[src/rtl/fifo_write_arbiter.sv]
// Round-robin arbiter that shares one FIFO write port between two burst sources.
// The winning source owns the port for len+1 words; FIFO back-pressure comes in on wrfull_i.
module fifo_write_arbiter #(
    parameter int DW = 32,
    parameter int LW = 8
) (
    input  logic          clk_i,
    input  logic          reset_n_i,
    input  logic          req0_i,
    input  logic [LW-1:0] len0_i,
    input  logic          valid0_i,
    input  logic [DW-1:0] data0_i,
    output logic          gnt0_o,
    output logic          ack0_o,
    input  logic          req1_i,
    input  logic [LW-1:0] len1_i,
    input  logic          valid1_i,
    input  logic [DW-1:0] data1_i,
    output logic          gnt1_o,
    output logic          ack1_o,
    input  logic          wrfull_i,
    output logic          wrreq_o,
    output logic [DW-1:0] data_o,
    output logic          busy_o,
    output logic [1:0]    dbg_state_o
);

    localparam logic [1:0] ST_IDLE  = 2'd0;
    localparam logic [1:0] ST_GRANT = 2'd1;
    localparam logic [1:0] ST_BURST = 2'd2;
    localparam logic [1:0] ST_GAP   = 2'd3;

    logic [1:0]    state;
    logic          owner;
    logic          last_owner;
    logic [LW-1:0] cnt;
    logic          winner;
    logic          valid_sel;
    logic          wr_hs;

    // Handshake: a word moves only in BURST when the owner is valid and the FIFO is not full;
    // ack to the owner equals wrreq_o in that cycle, the other source never sees an ack.
    always_comb begin
        winner    = (req0_i && req1_i) ? ~last_owner : req1_i;
        valid_sel = owner ? valid1_i : valid0_i;
        wr_hs     = (state == ST_BURST) && valid_sel && !wrfull_i;
    end

    always_ff @(posedge clk_i or negedge reset_n_i) begin
        if (!reset_n_i) begin
            state      <= ST_IDLE;
            owner      <= 1'b0;
            last_owner <= 1'b1;
            cnt        <= '0;
        end else begin
            case (state)
                ST_IDLE: begin
                    if (req0_i || req1_i) begin
                        owner <= winner;
                        cnt   <= winner ? len1_i : len0_i;
                        state <= ST_GRANT;
                    end
                end
                ST_GRANT: state <= ST_BURST;
                ST_BURST: begin
                    if (wr_hs) begin
                        if (cnt == '0) state <= ST_GAP;
                        else           cnt   <= cnt - 1'b1;
                    end
                end
                default: begin
                    // Dead cycle lets the finished source drop req before re-arbitration.
                    last_owner <= owner;
                    state      <= ST_IDLE;
                end
            endcase
        end
    end

    assign busy_o      = (state == ST_GRANT) || (state == ST_BURST);
    assign gnt0_o      = busy_o && !owner;
    assign gnt1_o      = busy_o && owner;
    assign wrreq_o     = wr_hs;
    assign ack0_o      = wr_hs && !owner;
    assign ack1_o      = wr_hs && owner;
    assign data_o      = owner ? data1_i : data0_i;
    assign dbg_state_o = state;

endmodule

[config.mk]
export PLATFORM = sky130hd
export DESIGN_NAME = fifo_write_arbiter
export DESIGN_NICKNAME = d
export VERILOG_FILES = /design/src/rtl/fifo_write_arbiter.sv
export SDC_FILE = /design/constraint.sdc
export NUM_CORES = 1
export LEC_CHECK = 0
export ABC_AREA = 1
export CAP_MARGIN = 0
export CORE_MARGIN = 2
export CORE_UTILIZATION = 31
export CTS_BUF_LIST = sky130_fd_sc_hd__clkbuf_4 sky130_fd_sc_hd__clkbuf_8
export DETAILED_ROUTE_END_ITERATION = 10
export GPL_ROUTABILITY_DRIVEN = 0
export PLACE_DENSITY = 0.83
export SYNTH_ARGS = -nofsm -noshare
export SYNTH_HDL_FRONTEND = slang
export SYNTH_SLANG_ARGS = --single-unit
[constraint.sdc]
create_clock -name clk_i -period 1.7 [get_ports clk_i]
set_input_delay 0.34 -clock clk_i [delete_from_list [all_inputs] [get_ports clk_i]]
set_output_delay 0.34 -clock clk_i [all_outputs]
set_load 0.05 [all_outputs]
* Yosys cells after proc, flatten, opt, wreduce, memory -nomap -nowiden
Cells that the tools add are included.
** Word-level totals
- Register bits after elaboration :: 12
- Latch bits :: 0
- RAM bits :: 0
- ROM bits :: 0
- Bits of input ports :: 87
- Output and inout bits :: 40
- Logic and storage cells :: 42
- Memories :: 0
** Cells by class
- Add/sub/neg operators :: 1
- Multipliers :: 0
- Divide/modulo/power cells :: 0
- $lt $le $gt $ge :: 0
- Eq/ne operators :: 6
- Shift operators :: 0
- Multiplexer cells :: 12
- Bitwise gates (word level) :: 1
- Reductions and logical operators :: 18
** Operators by type and width (count)
- $mux 32 :: 1
- $mux 8 :: 4
- $pmux 8 s2 :: 1
- $logic_not 8->1 :: 1
- $ne 2x2->1 const B :: 4
- $sub 8x1->8 const B :: 1
- $logic_and 1x1->1 :: 7
- $mux 2 :: 3
- $pmux 2 s3 :: 1
- $reduce_and 4->1 :: 1
- $reduce_and 3->1 :: 1
- $reduce_or 3->1 :: 1
- $eq 2x1->1 const B :: 1
- $eq 2x2->1 const B :: 1
- $logic_not 1->1 :: 2
- $logic_not 2->1 :: 1
- $logic_or 1x1->1 :: 2
- $mux 1 :: 2
- $reduce_and 2->1 :: 1
- $reduce_bool 2->1 :: 1
- $not 1->1 :: 1

* Depth between registers and ports, before layout
- Depth after elaboration :: 5
- Depth in mapped cells :: 10
- Depth with buffers taken out :: 10

* Worst setup path before layout
No wires, ideal clock.
- Path kind :: register to output
- Start point :: reg state[1], in the netlist dbg_state_o[1]
- End point :: out ack0_o
- Data arrival time :: 2.595 ns
- Required time :: 1.360 ns
- Slack :: -1.235 ns
- Cell stages (with the launch flop) :: 4
- Path buffers :: 0
- Path through :: dfrtp_1 > ha_1 > inv_2 > nor4_1
** On the way
- Longest elaborated chain between the ends :: 4
** RTL lines
- start, declared :: RTL line 33 : logic [1:0] state;
- start signal, assigned :: RTL line 51 : state <= ST_IDLE;
- start signal, assigned :: RTL line 61 : state <= ST_GRANT;
- start signal, assigned :: RTL line 64 : ST_GRANT: state <= ST_BURST;
- $eq 2x2->1 :: RTL line 46 : wr_hs = (state == ST_BURST) && valid_sel && !wrfull_i;
- $logic_and 1x1->1 (2 in series) :: RTL line 46
- $logic_and 1x1->1 :: RTL line 84 : assign ack0_o = wr_hs && !owner;
- end, declared :: RTL line 14 : output logic ack0_o,
No other way between the ends.

* Worst setup path in the final report
- Start point :: reg state[0], in the netlist dbg_state_o[0]
- End point :: out ack1_o
** On the way
- Longest elaborated chain between the ends :: 4
** RTL lines
- $eq 2x2->1 :: RTL line 46
- $logic_and 1x1->1 (2 in series) :: RTL line 46
- $logic_and 1x1->1 :: RTL line 85 : assign ack1_o = wr_hs && owner;
- end, declared :: RTL line 20 : output logic ack1_o,
No other way between the ends.

==> flow_metrics.env <==
export IMPL_worstSetupEndpoint="ack1_o"
export IMPL_end_kind="primary output"
export IMPL_antenna_found_initial=0
export IMPL_via_per_inst=4.51
export IMPL_yosysMostFrequentCell="nand2_1"
export IMPL_rsz0062_at_grt="true"
export IMPL_synth_seq_cells=12
export IMPL_peakVddDrop_mv=1.75
export IMPL_setup_violations_final=4
export IMPL_grt_max_degree=20
export IMPL_yosysUniqueCellTypes=21
export IMPL_ys_top_cells_by_count="nand2_1 (148), inv_1 (24), o21ai_0 (16)"
export IMPL_crit_path_start="dbg_state_o[0]"
export IMPL_hold_viol_final=0
export IMPL_fin_ws_ps=-52.0
export IMPL_min_path_type="primary input to async pin"
export IMPL_n_fill_cell=347
export IMPL_rrSetupSlack_ps=90
export IMPL_dp_hpwl_mm=4.66
export IMPL_initial_core_util_pct=32.6
export IMPL_coreArea_um2=4060
export IMPL_ioPinCount=127
export IMPL_synth_area_leaders="nand2_1 (42%), dfrtp_1 (21%), inv_1 (6.8%)"
export IMPL_rows=23
export IMPL_port_buffer_count=126
export IMPL_areaGrowthSynthToFinish_pct=122
export IMPL_whs_ps=442
export IMPL_drv_slew=0
export IMPL_ys_warn_count=0
export IMPL_root_buffer="clkbuf_8"
export IMPL_regArea_um2=305
export IMPL_r2r_cells=10
export IMPL_crit_fanout=3
export IMPL_die_area_um2=4810
export IMPL_fin_worst_skew_ps=1.45
export IMPL_grt_pass1_vias=1807
export IMPL_synth_largest_area_cell="nand2_1"
export IMPL_drive_above_1_share_pct=21.6
export IMPL_postRouteAntennaNets=0
export IMPL_grt_overflow_total=0
export IMPL_final_nets=487
export IMPL_clk_pin_slew_ps=50
export IMPL_placedCellCount=434
export IMPL_remaining_drc_errors=0
export IMPL_cts_max_path_buffers=2
export IMPL_die_x_um=69.3
export IMPL_hold_buffers=0
export IMPL_synth_cell_area_um2=1320
export IMPL_n_antenna_cell=0
export IMPL_vias=2003
export IMPL_start_kind="register"
export IMPL_fp_dieH_um=69.3
export IMPL_powerDensity_nw_per_um2=2000
export IMPL_regToRegStartpoint="dbg_state_o[0]"
export IMPL_cts_tree="built"
export IMPL_synth_flop_cell="dfrtp_1"
export IMPL_violations="negative setup slack"
export IMPL_drt_wl_total_mm=5.66
export IMPL_reg2reg_to="cnt[1]"
export IMPL_path_class="register to primary output"
export IMPL_wire_per_inst_um=12.7
export IMPL_async_flop_share_pct=100
export IMPL_fin_crit_ps=1750
export IMPL_firstDrtPassIters=4
export IMPL_cp_required_ps=1360
export IMPL_htreeDepth=1
export IMPL_arrival_ps=1410
export IMPL_syn_nets=346
export IMPL_p_leak_nw=1.50
export IMPL_finalPower_mw=5.89
export IMPL_synth_top_cell_area_share_pct=42.0
export IMPL_multi_input_area_um2=981
export IMPL_postLayoutCoreUtil_pct=72.5
export IMPL_worst_pin_slew_ps=522
export IMPL_max_cap_viol_count=0
export IMPL_fin_crit_sh_pct=103
export IMPL_stdcell_count=444
export IMPL_yosysSeqAreaShare_pct=22.8
export IMPL_grt_pass1_wl_mm=9.11
export IMPL_cts_sinks=12
export IMPL_status="complete, but fails checks"
export IMPL_syn_area_per_cell_um2=5.21
export IMPL_synth_edf_count=0
export IMPL_post_place_ws_ps=-144
export IMPL_syn_instance_count=254
export IMPL_grtUsageTotal_pct=23.2
export IMPL_relSlewSlack_pct=65.1
export IMPL_clk_insertion_delay_late_ps=240
export IMPL_fmax_mhz=571
export IMPL_drt_iter0_drc=83
export IMPL_cts_buffers_inserted=3
routing by layer:
| metal | vias to the layer above | global-route usage, % | part of all wire [%] | wire (µm) |
|---|---|---|---|---|
| met5 | - | 0 | 0 | 0 |
| met4 | 0 | 5.23 | 1.1 | 64 |
| met1 | 864 | 29.2 | 42 | 2350 |
| li1 | 1060 | - | - | - |
| met3 | 7 | 3.49 | 5.8 | 328 |
| met2 | 72 | 41.5 | 52 | 2920 |
state kept, by name, indices dropped and copies added, names as in the netlist:
register	flops
cnt	8
last_owner	1
dbg_state_o	2
owner	1
final cells by class:
class,count,share of cell area (%)
flip-flops and latches,12,10.4
multi-input cells,207,33.3
inverters,26,4.00
well taps,50,2.13
clock buffers,4,1.87
repair buffers,145,48.3
layout by cell type (no fill, tap or decap):
cell type	n
a21boi_2	1
a21oi_1	10
a21oi_2	1
buf_12	7
buf_4	44
buf_6	8
clkbuf_8	4
clkdlybuf4s50_1	85
clkinv_4	1
clkinvlp_4	2
dfrtp_1	8
dfrtp_2	3
dfstp_2	1
dlygate4sd2_1	1
ha_1	3
ha_4	2
inv_1	20
inv_4	3
nand2_1	145
nand2_2	2
nand2_4	1
nand3_1	6
nand3_4	1
nor2_1	9
nor2_4	3
nor4_4	1
o211ai_1	1
o21ai_0	16
o21ai_1	3
o21bai_1	1
xnor2_1	1
where the power goes:
part	internal [mW]	total, mW	leakage (nW)	switching, mW
Clock	0.205	0.315	0.0288	0.110
Sequential	0.457	0.615	0.142	0.158
Combinational	1.86	4.96	1.33	3.10
worst min path at each step:
stage | endpoint | cells after the start
after floorplan | cnt[0] | 0
after global placement | last_owner | 2
after detailed placement | last_owner | 2
after CTS | cnt[1] | 1
after global routing | cnt[3] | 1
final | cnt[1] | 1
logic make-up (layout without fill, tap and decap cells):
family,Yosys count,count (layout),share of synthesized area [%]
flops,12,12,22.8
buf+inv,35,175,10.0
xor+xnor,1,1,0.662
compound gates,33,33,13.3
fa+ha+maj,5,5,4.73
simple gates,168,168,48.5
stage by stage:
step	setup TNS (ps)	cell area, µm²
finish	-73.9	2940
detailed placement	-1240	2760
CTS	-136	2890
global route	-355	2940
floorplan	-287	1400
global placement	-723	2760
timing repair:
action	CTS	global route
endpoints found under the setup margin	37	47
buffers inserted	6	0
pin swaps	4	3
gates resized for setup	11	15
worst max-delay path: stages (launching register included):
cell     delay [ps]
dfrtp_2         420
inv_4            70
ha_4            130
inv_4            50
nor2_4           90
nand3_4         110
nor2_4          140
buf_12          150
(Power assumes the default switching activity.)
